===== config.mk =====
export PLATFORM = sky130hd
export DESIGN_NAME = sram_access_arbiter_flat
export DESIGN_NICKNAME = d
export VERILOG_FILES = /design/src/rtl/sram_access_arbiter_if.sv /design/src/rtl/sram_access_arbiter.sv /design/src/flat_wrapper.sv
export SDC_FILE = /design/constraint.sdc
export NUM_CORES = 1
export LEC_CHECK = 0
export BUFFER_PORTS_ARGS = -buffer_cell sky130_fd_sc_hd__buf_2
export CAP_MARGIN = 20
export CORE_MARGIN = 2
export CORE_UTILIZATION = 35
export DETAILED_ROUTE_END_ITERATION = 12
export GPL_TIMING_DRIVEN = 0
export PLACE_DENSITY = 0.52
export SYNTH_ARGS = -nofsm -noshare
export SYNTH_HDL_FRONTEND = slang
export SYNTH_SLANG_ARGS = --single-unit

===== constraint.sdc =====
create_clock -name clk -period 7.2 [get_ports clk]
set_clock_uncertainty 0.05 [all_clocks]
set_input_delay 0.36 -clock clk [delete_from_list [all_inputs] [get_ports clk]]
set_output_delay 0.36 -clock clk [all_outputs]
set_load 0.01 [all_outputs]

===== src/rtl/sram_access_arbiter_if.sv =====
// sram_access_arbiter_if: write/read request streams, read responses and the SRAM-side port of the arbiter.
interface sram_access_arbiter_if #(
    parameter int ADDR_WIDTH  = 20,
    parameter int DATA_WIDTH  = 18,
    parameter int WFIFO_DEPTH = 8
);
    logic                           wr_valid;
    logic                           wr_ready;
    logic [ADDR_WIDTH-1:0]          wr_addr;
    logic [DATA_WIDTH-1:0]          wr_data;
    logic                           rd_valid;
    logic                           rd_ready;
    logic [ADDR_WIDTH-1:0]          rd_addr;
    logic                           rd_data_valid;
    logic [DATA_WIDTH-1:0]          rd_data;
    logic [$clog2(WFIFO_DEPTH):0]   wfifo_level;
    logic [ADDR_WIDTH-1:0]          mem_addr;
    logic [DATA_WIDTH-1:0]          mem_wdata;
    logic                           mem_we;
    logic [DATA_WIDTH-1:0]          mem_rdata;

    modport master (
        output wr_valid, wr_addr, wr_data, rd_valid, rd_addr, mem_rdata,
        input  wr_ready, rd_ready, rd_data_valid, rd_data, wfifo_level, mem_addr, mem_wdata, mem_we
    );

    modport slave (
        input  wr_valid, wr_addr, wr_data, rd_valid, rd_addr, mem_rdata,
        output wr_ready, rd_ready, rd_data_valid, rd_data, wfifo_level, mem_addr, mem_wdata, mem_we
    );
endinterface


===== src/rtl/sram_access_arbiter.sv =====
// sram_access_arbiter: read-priority scheduler merging a buffered write stream and an in-order read stream onto one SRAM port.
module sram_access_arbiter #(
    parameter int ADDR_WIDTH   = 20,
    parameter int DATA_WIDTH   = 18,
    parameter int READ_LATENCY = 2,
    parameter int WFIFO_DEPTH  = 8
) (
    input logic                  clk,
    input logic                  rst_n,
    sram_access_arbiter_if.slave bus
);
    localparam int PW = $clog2(WFIFO_DEPTH);
    localparam int LW = PW + 1;
    localparam logic [1:0] OP_IDLE  = 2'd0;
    localparam logic [1:0] OP_READ  = 2'd1;
    localparam logic [1:0] OP_WRITE = 2'd2;

    logic [ADDR_WIDTH-1:0]   fifo_addr_q [WFIFO_DEPTH];
    logic [DATA_WIDTH-1:0]   fifo_data_q [WFIFO_DEPTH];
    logic [PW-1:0]           wptr_q, rptr_q;
    logic [LW-1:0]           level_q, level_d;
    logic [READ_LATENCY:0]   tag_q, tag_d;
    logic [ADDR_WIDTH-1:0]   mem_addr_q, mem_addr_d;
    logic [DATA_WIDTH-1:0]   mem_wdata_q, mem_wdata_d;
    logic [DATA_WIDTH-1:0]   rd_data_q, rd_data_d;
    logic                    mem_we_q, mem_we_d;
    logic                    rd_data_valid_q, rd_data_valid_d;
    logic                    full, empty, push, pop;
    logic [1:0]              op;

    // Only registered state and rd_valid feed the decision; wr_valid never reaches wr_ready.
    assign full    = level_q == LW'(WFIFO_DEPTH);
    assign empty   = level_q == '0;
    assign push    = bus.wr_valid && !full;
    assign op      = full ? OP_WRITE : bus.rd_valid ? OP_READ : !empty ? OP_WRITE : OP_IDLE;
    assign pop     = op == OP_WRITE;
    assign level_d = level_q + LW'(push) - LW'(pop);

    always_comb begin
        mem_addr_d      = op == OP_READ ? bus.rd_addr : op == OP_WRITE ? fifo_addr_q[rptr_q] : mem_addr_q;
        mem_wdata_d     = op == OP_WRITE ? fifo_data_q[rptr_q] : mem_wdata_q;
        mem_we_d        = pop;
        tag_d           = {tag_q[READ_LATENCY-1:0], op == OP_READ};
        rd_data_valid_d = tag_q[READ_LATENCY];
        rd_data_d       = tag_q[READ_LATENCY] ? bus.mem_rdata : rd_data_q;
    end

    always_ff @(posedge clk or negedge rst_n) begin
        if (!rst_n) begin
            wptr_q          <= '0;
            rptr_q          <= '0;
            level_q         <= '0;
            tag_q           <= '0;
            mem_addr_q      <= '0;
            mem_wdata_q     <= '0;
            mem_we_q        <= 1'b0;
            rd_data_valid_q <= 1'b0;
            rd_data_q       <= '0;
        end else begin
            wptr_q          <= wptr_q + PW'(push);
            rptr_q          <= rptr_q + PW'(pop);
            level_q         <= level_d;
            tag_q           <= tag_d;
            mem_addr_q      <= mem_addr_d;
            mem_wdata_q     <= mem_wdata_d;
            mem_we_q        <= mem_we_d;
            rd_data_valid_q <= rd_data_valid_d;
            rd_data_q       <= rd_data_d;
        end
    end

    always_ff @(posedge clk) begin
        if (push) begin
            fifo_addr_q[wptr_q] <= bus.wr_addr;
            fifo_data_q[wptr_q] <= bus.wr_data;
        end
    end

    assign bus.wr_ready      = !full;
    assign bus.rd_ready      = bus.rd_valid && !full;
    assign bus.wfifo_level   = level_q;
    assign bus.mem_addr      = mem_addr_q;
    assign bus.mem_wdata     = mem_wdata_q;
    assign bus.mem_we        = mem_we_q;
    assign bus.rd_data_valid = rd_data_valid_q;
    assign bus.rd_data       = rd_data_q;
endmodule


===== src/flat_wrapper.sv =====
// flat-port wrapper written by rule: the top's interface ports become plain ports
module sram_access_arbiter_flat 
#(
    parameter int ADDR_WIDTH   = 20,
    parameter int DATA_WIDTH   = 18,
    parameter int READ_LATENCY = 2,
    parameter int WFIFO_DEPTH  = 8
)
  (clk, rst_n, bus_wr_valid, bus_wr_addr, bus_wr_data, bus_rd_valid, bus_rd_addr, bus_mem_rdata, bus_wr_ready, bus_rd_ready, bus_rd_data_valid, bus_rd_data, bus_wfifo_level, bus_mem_addr, bus_mem_wdata, bus_mem_we);
  sram_access_arbiter_if #(.ADDR_WIDTH(ADDR_WIDTH), .DATA_WIDTH(DATA_WIDTH), .WFIFO_DEPTH(WFIFO_DEPTH)) bus_i ();
  input logic clk;
  input logic rst_n;
  input wire logic [$bits(bus_i.wr_valid)-1:0] bus_wr_valid;
  input wire logic [$bits(bus_i.wr_addr)-1:0] bus_wr_addr;
  input wire logic [$bits(bus_i.wr_data)-1:0] bus_wr_data;
  input wire logic [$bits(bus_i.rd_valid)-1:0] bus_rd_valid;
  input wire logic [$bits(bus_i.rd_addr)-1:0] bus_rd_addr;
  input wire logic [$bits(bus_i.mem_rdata)-1:0] bus_mem_rdata;
  output wire logic [$bits(bus_i.wr_ready)-1:0] bus_wr_ready;
  output wire logic [$bits(bus_i.rd_ready)-1:0] bus_rd_ready;
  output wire logic [$bits(bus_i.rd_data_valid)-1:0] bus_rd_data_valid;
  output wire logic [$bits(bus_i.rd_data)-1:0] bus_rd_data;
  output wire logic [$bits(bus_i.wfifo_level)-1:0] bus_wfifo_level;
  output wire logic [$bits(bus_i.mem_addr)-1:0] bus_mem_addr;
  output wire logic [$bits(bus_i.mem_wdata)-1:0] bus_mem_wdata;
  output wire logic [$bits(bus_i.mem_we)-1:0] bus_mem_we;
  assign bus_i.wr_valid = bus_wr_valid;
  assign bus_i.wr_addr = bus_wr_addr;
  assign bus_i.wr_data = bus_wr_data;
  assign bus_i.rd_valid = bus_rd_valid;
  assign bus_i.rd_addr = bus_rd_addr;
  assign bus_i.mem_rdata = bus_mem_rdata;
  assign bus_wr_ready = bus_i.wr_ready;
  assign bus_rd_ready = bus_i.rd_ready;
  assign bus_rd_data_valid = bus_i.rd_data_valid;
  assign bus_rd_data = bus_i.rd_data;
  assign bus_wfifo_level = bus_i.wfifo_level;
  assign bus_mem_addr = bus_i.mem_addr;
  assign bus_mem_wdata = bus_i.mem_wdata;
  assign bus_mem_we = bus_i.mem_we;
  sram_access_arbiter #(.ADDR_WIDTH(ADDR_WIDTH), .DATA_WIDTH(DATA_WIDTH), .READ_LATENCY(READ_LATENCY), .WFIFO_DEPTH(WFIFO_DEPTH)) u_core (.clk(clk), .rst_n(rst_n), .bus(bus_i));
endmodule

== Word-level counts from Yosys, hierarchy flattened ==
Memory sizes are Yosys's and may differ from the RTL's. A register that Yosys moved wholly into a read port is not among the register bits.
Cells that the tools add are included.
Storage, ports and cells
  register bits after elaboration: 53
  bits in writable memories: 304
  input port bits: 80
  output and inout bits: 64
  word-level logic and storage cells: 30
  memories: 2
Memory list
  u_core.fifo_addr_q: words 8, bits a word 20, rd ports 1, clocked after Yosys merged registers in 0, wr ports 1, line sram_access_arbiter.sv:18  | logic [ADDR_WIDTH-1:0] fifo_addr_q [WFIFO_DEPTH];
  u_core.fifo_data_q: words 8, bits a word 18, rd ports 1, clocked after Yosys merged registers in 1, wr ports 1, line sram_access_arbiter.sv:19  | logic [DATA_WIDTH-1:0] fifo_data_q [WFIFO_DEPTH];
Operators by class
  add/subtract/negate cells: 4
  equal/unequal tests: 3
  mux-type cells: 7
  reductions and logical operators: 6
Operators with widths (count)
  two-way mux 20 bit: 2
  adder 3 x 1 -> 3 bit: 2
  two-way mux 2 bit: 3
  adder 4 x 1 -> 4 bit: 1
  equality test 4 bit, second input constant: 1
  logical NOT 4 bit: 1
  subtractor 4 x 1 -> 4 bit: 1
  equality test 2 x 1 -> 1 bit, second input constant: 1
  equality test 2 bit, second input constant: 1
  logical AND 1 bit: 2
  logical NOT 1 bit: 2
  two-way mux 1 bit: 2
  nonzero test 2 bit: 1

== Depth between registers and ports, before layout ==
  depth in word-level cells: 7
  gate-level depth with buffers: 13
  mapped depth without buffers: 11

== Worst setup path before layout ==
No wires, ideal clock.
  kind: reg-to-reg
  from: register u_core.level_q[2], in the netlist u_core.bus.wfifo_level[2]
  to: memory u_core.fifo_addr_q[0][0], enable pin
  arrival time: 3809 ps
  path slack: 2861 ps
  stages on the path, launching flop included: 7
  clock period less this slack: 4339 ps
  cell sequence: dfrtp_1 > inv_1 > ha_1 > or3b_1 > clkbuf_1 > nand3b_1 > nor3_1
Between the ends
  cells in the longest elaborated chain, start to end: 5
Ends and longest elaborated chain
  from (decl): line sram_access_arbiter.sv:21  | logic [LW-1:0] level_q, level_d;
  from (signal assigned): line sram_access_arbiter.sv:62  | level_q <= level_d;
  equality test 4 bit: line sram_access_arbiter.sv:32  | assign full = level_q == LW'(WFIFO_DEPTH);
  logical NOT 1 bit: line sram_access_arbiter.sv:34  | assign push = bus.wr_valid && !full;
  logical AND 1 bit: line sram_access_arbiter.sv:34
  two-way mux 1 bit: line sram_access_arbiter.sv:73  | if (push) begin
  two-way mux 1 bit (implied by the code): line sram_access_arbiter.sv:74  | fifo_addr_q[wptr_q] <= bus.wr_addr;
  to (decl): line sram_access_arbiter.sv:18
No other way between the ends.

== Worst setup path after layout ==
  from: register u_core.level_q[2], in the netlist u_core.bus.wfifo_level[2]
  to: memory u_core.fifo_addr_q[1][9], enable pin
The elaborated chain is that of the path after synthesis.

==> flow_summary.json <==
{
  "syn_inst": 668,
  "grt_pass1_vias": 7491,
  "dp_hpwl_um": 20800,
  "yosys.area.top_type": "edfxtp_1",
  "relSlewSlack": 0.407,
  "rsz0062_at_grt": "no",
  "insertion_delay_ns": 0.54,
  "clockBufferDepth": 3,
  "p_leak_uw": 0.00643,
  "synthToLayoutAreaGrowth_pct": 22.5,
  "crit_fanout": 8,
  "r2r_cells": 9,
  "r2r-start": "u_core.bus.wfifo_level[2]$_DFF_PN0_",
  "grt_overflow": 0,
  "max_slew.worst_pin.slew_ns": 0.890,
  "cp.required_ns": 7.40,
  "synth_area_leaders": "edfxtp_1 (63%), dfrtp_1 (12%), mux4_2 (6.4%), mux4_1 (6.3%), mux2_4 (1.9%)",
  "drive_gt1_frac": 0.351,
  "fin_area_mm2": 0.0178,
  "clkTransAtPathRegs_ns": 0.06,
  "max_freq_ghz": 0.304,
  "setup_viol": 0,
  "power.total_uw": 7090,
  "cts_tree": "built",
  "whs_path_depth": 3,
  "drt-total-wl_um": 32900,
  "rows": 74,
  "p_seq_frac": 0.414,
  "route.met3.wl_um": 1690,
  "synth_edf_count": 304,
  "switching_power_uw": 2090,
  "via_per_inst": 4.94,
  "p_clk_frac": 0.286,
  "dr.pass1.iters": 5,
  "power.internal_uw": 5010,
  "fin_crit_sh": 0.457,
  "worstHoldPathType": "input port to register",
  "dpl_cell_area_mm2": 0.0163,
  "dieArea_mm2": 0.0431,
  "htree_levels": 2,
  "port_buffers": 143,
  "nNetsFinal": 983,
  "io_pins": 144,
  "initial_utilization": 0.355,
  "async_flop_share": 0.189,
  "syn_nets": 758,
  "slew_viol_final": 0,
  "numCtsBuffers": 41,
  "ys.flop_type": "edfxtp_1",
  "synth_cell_type_count": 33,
  "cts_setup_buffers": 0,
  "postRouteAntennaNets": 0,
  "netSwitchingFraction": 0.294,
  "irDropWorstVdd_v": 0.000192,
  "drt_iter0_drc": 469,
  "cts_sinks": 375,
  "gr-usage-all-layers": 0.152,
  "chipHeight_um": 208,
  "wl_per_cell_um": 22.5,
  "highest_layer": "met5",
  "grt_pass1_wl_um": 48800,
  "grt_antenna_before_repair": 4,
  "timing.hold.ws_ns": 0.0261,
  "root_buffer": "clkbuf_16",
  "cp_data_arrival_time_ns": 3.49,
  "worst_setup_path_end_kind": "register",
  "route.layer.met1.wl_um": 15300,
  "via_count": 7206,
  "status": "completed",
  "grt_start_max_net_pins": 59,
  "p_comb_frac": 0.300,
  "fin_crit_ns": 3.29,
  "hold_end": "u_core.bus.mem_addr[4]$_DFFE_PN0P_",
  "criticalPathCategory": "register to register",
  "hold_viol": 0,
  "max_cap_viol_count": 0,
  "die_x_um": 208,
  "ys_ff_latch": 375,
  "hold_start": "bus_rd_addr[4]",
  "synth-warning-count": 0,
  "cp-start-kind": "register",
  "dr_wl_met2_um": 15200,
  "core_mm2": 0.0409,
  "syn_area_per_cell_um2": 21.7,
  "gp_congestion": 0.699,
  "drcViolationCount": 0,
  "timing.rr.end": "u_core.fifo_addr_q[1][9]$_DFFE_PP_",
  "synth_top_area_share": 0.629,
  "power.density_mw_per_mm2": 399,
  "r2r_slack_ns": 3.91,
  "seq_area_frac_synth": 0.751,
  "synthesis.area_mm2": 0.0145
}
cell usage after synthesis (2+ instances only):
| library cell | count |
|---|---|
| xor2_1 | 3 |
| o211ai_1 | 20 |
| mux2_2 | 18 |
| nor2_1 | 7 |
| mux2_4 | 18 |
| mux2i_1 | 20 |
| and2_1 | 3 |
| mux2_1 | 18 |
| buf_4 | 3 |
| dfrtp_1 | 71 |
| buf_2 | 7 |
| inv_1 | 8 |
| mux4_1 | 35 |
| buf_1 | 4 |
| nand2b_1 | 2 |
| mux4_2 | 41 |
| buf_6 | 6 |
| clkbuf_1 | 16 |
| xnor2_1 | 2 |
| ha_1 | 9 |
| nor3_1 | 2 |
| edfxtp_1 | 304 |
| nand3_1 | 41 |
critical path, stage by stage, from the launching register on:
cell and delay, ns:
dfrtp_1 0.35, inv_1 0.08, ha_1 0.26, or3b_1 0.18, clkbuf_1 0.49, nand3_1 0.43, nor3_2 0.62, buf_6 0.23
buf_6 0.17, buf_6 0.15
layout make-up:
| class | instances | area [µm²] |
|---|---|---|
| Sequential cell | 375 | 10900 |
| Multi-Input combinational cell | 247 | 3420 |
| Buffer | 37 | 215 |
| Inverter | 9 | 33.8 |
| Clock buffer | 59 | 1200 |
| Tap cell | 532 | 666 |
| Antenna cell | 1 | 2.50 |
| Clock inverter | 17 | 121 |
| Timing Repair Buffer | 182 | 1220 |
| Fill cell | 3596 | 23100 |
worst max path at each step:
stage	slack (ns)	end	startpoint	depth (start not counted)
after floorplan	2.86	u_core.fifo_addr_q[0][0]$_DFFE_PP_	u_core.bus.wfifo_level[2]$_DFF_PN0_	6
after global placement	-0.60	u_core.fifo_data_q[1][17]$_DFFE_PP_	u_core.bus.wfifo_level[2]$_DFF_PN0_	6
after detailed placement	3.95	u_core.fifo_addr_q[1][7]$_DFFE_PP_	u_core.bus.wfifo_level[2]$_DFF_PN0_	9
after CTS	3.91	u_core.fifo_addr_q[1][14]$_DFFE_PP_	u_core.bus.wfifo_level[2]$_DFF_PN0_	9
after global routing	3.73	u_core.fifo_addr_q[1][7]$_DFFE_PP_	u_core.bus.wfifo_level[2]$_DFF_PN0_	9
final	3.91	u_core.fifo_addr_q[1][9]$_DFFE_PP_	u_core.bus.wfifo_level[2]$_DFF_PN0_	9
metal layers:
layer  vias up  track usage
met1      3747        0.217
li1       3209            -
met4         6       0.0399
met3        52       0.0340
met5         -            0
met2       192        0.236
cell usage in the layout (no fill, tap or decap), types with 20 or more instances in the layout:
master | synthesis | layout
edfxtp_1 | 304 | 304
buf_2 | 7 | 149
dfrtp_1 | 71 | 71
clkbuf_16 | 0 | 43
nand3_1 | 41 | 41
mux4_2 | 41 | 41
mux4_1 | 35 | 35
clkbuf_1 | 16 | 26
dlygate4sd3_1 | 0 | 21
mux2i_1 | 20 | 20
o211ai_1 | 20 | 20
registers in the layout, indices dropped and copies added (netlist names):
| signal | flops |
|---|---|
| u_core.fifo_data_q | 144 |
| u_core.bus.mem_we | 1 |
| u_core.wptr_q | 3 |
| u_core.bus.rd_data_valid | 1 |
| u_core.bus.rd_data | 18 |
| u_core.bus.mem_addr | 20 |
| u_core.fifo_addr_q | 160 |
| u_core.bus.mem_wdata | 18 |
| u_core.rptr_q | 3 |
| u_core.tag_q | 3 |
| u_core.bus.wfifo_level | 4 |
power by group through the flow:
stage | combinational [µW] | sequential, µW | clock (µW)
2_1_floorplan | 1310 | 3040 | 0
3_3_place_gp | 2070 | 3010 | 0
3_5_place_dp | 2170 | 2990 | 0
4_1_cts | 2190 | 2950 | 2090
5_1_grt | 2300 | 2980 | 2170
6_report | 2130 | 2940 | 2030
cells by family after synthesis:
family | Yosys count | share of synthesized area
xor+xnor | 5 | 0.00302
mux | 150 | 0.187
simple gates | 59 | 0.0207
buf+inv | 46 | 0.0171
fa+ha+maj | 10 | 0.00913
flops | 375 | 0.751
compound gates | 23 | 0.0117
what timing repair did:
action | 4_1_cts | 5_1_grt
hold endpoints to repair | 65 | 0
resized for setup | 0 | 0
endpoints found under the setup margin | 0 | 0
hold buffers | 21 | 0
metrics by stage:
stage | worst slack [ns] | TNS, ns | cells | util
after floorplan | 2.86 | 0 | 668 | -
after CTS | 3.91 | 0 | 1458 | 0.435
final | 3.91 | 0 | 1459 | 0.435
after global placement | -0.595 | -44.32 | 1343 | 0.389
after detailed placement | 3.95 | 0 | 1361 | 0.397
after global routing | 3.73 | 0 | 1458 | 0.435
(Power assumes the default switching activity.)
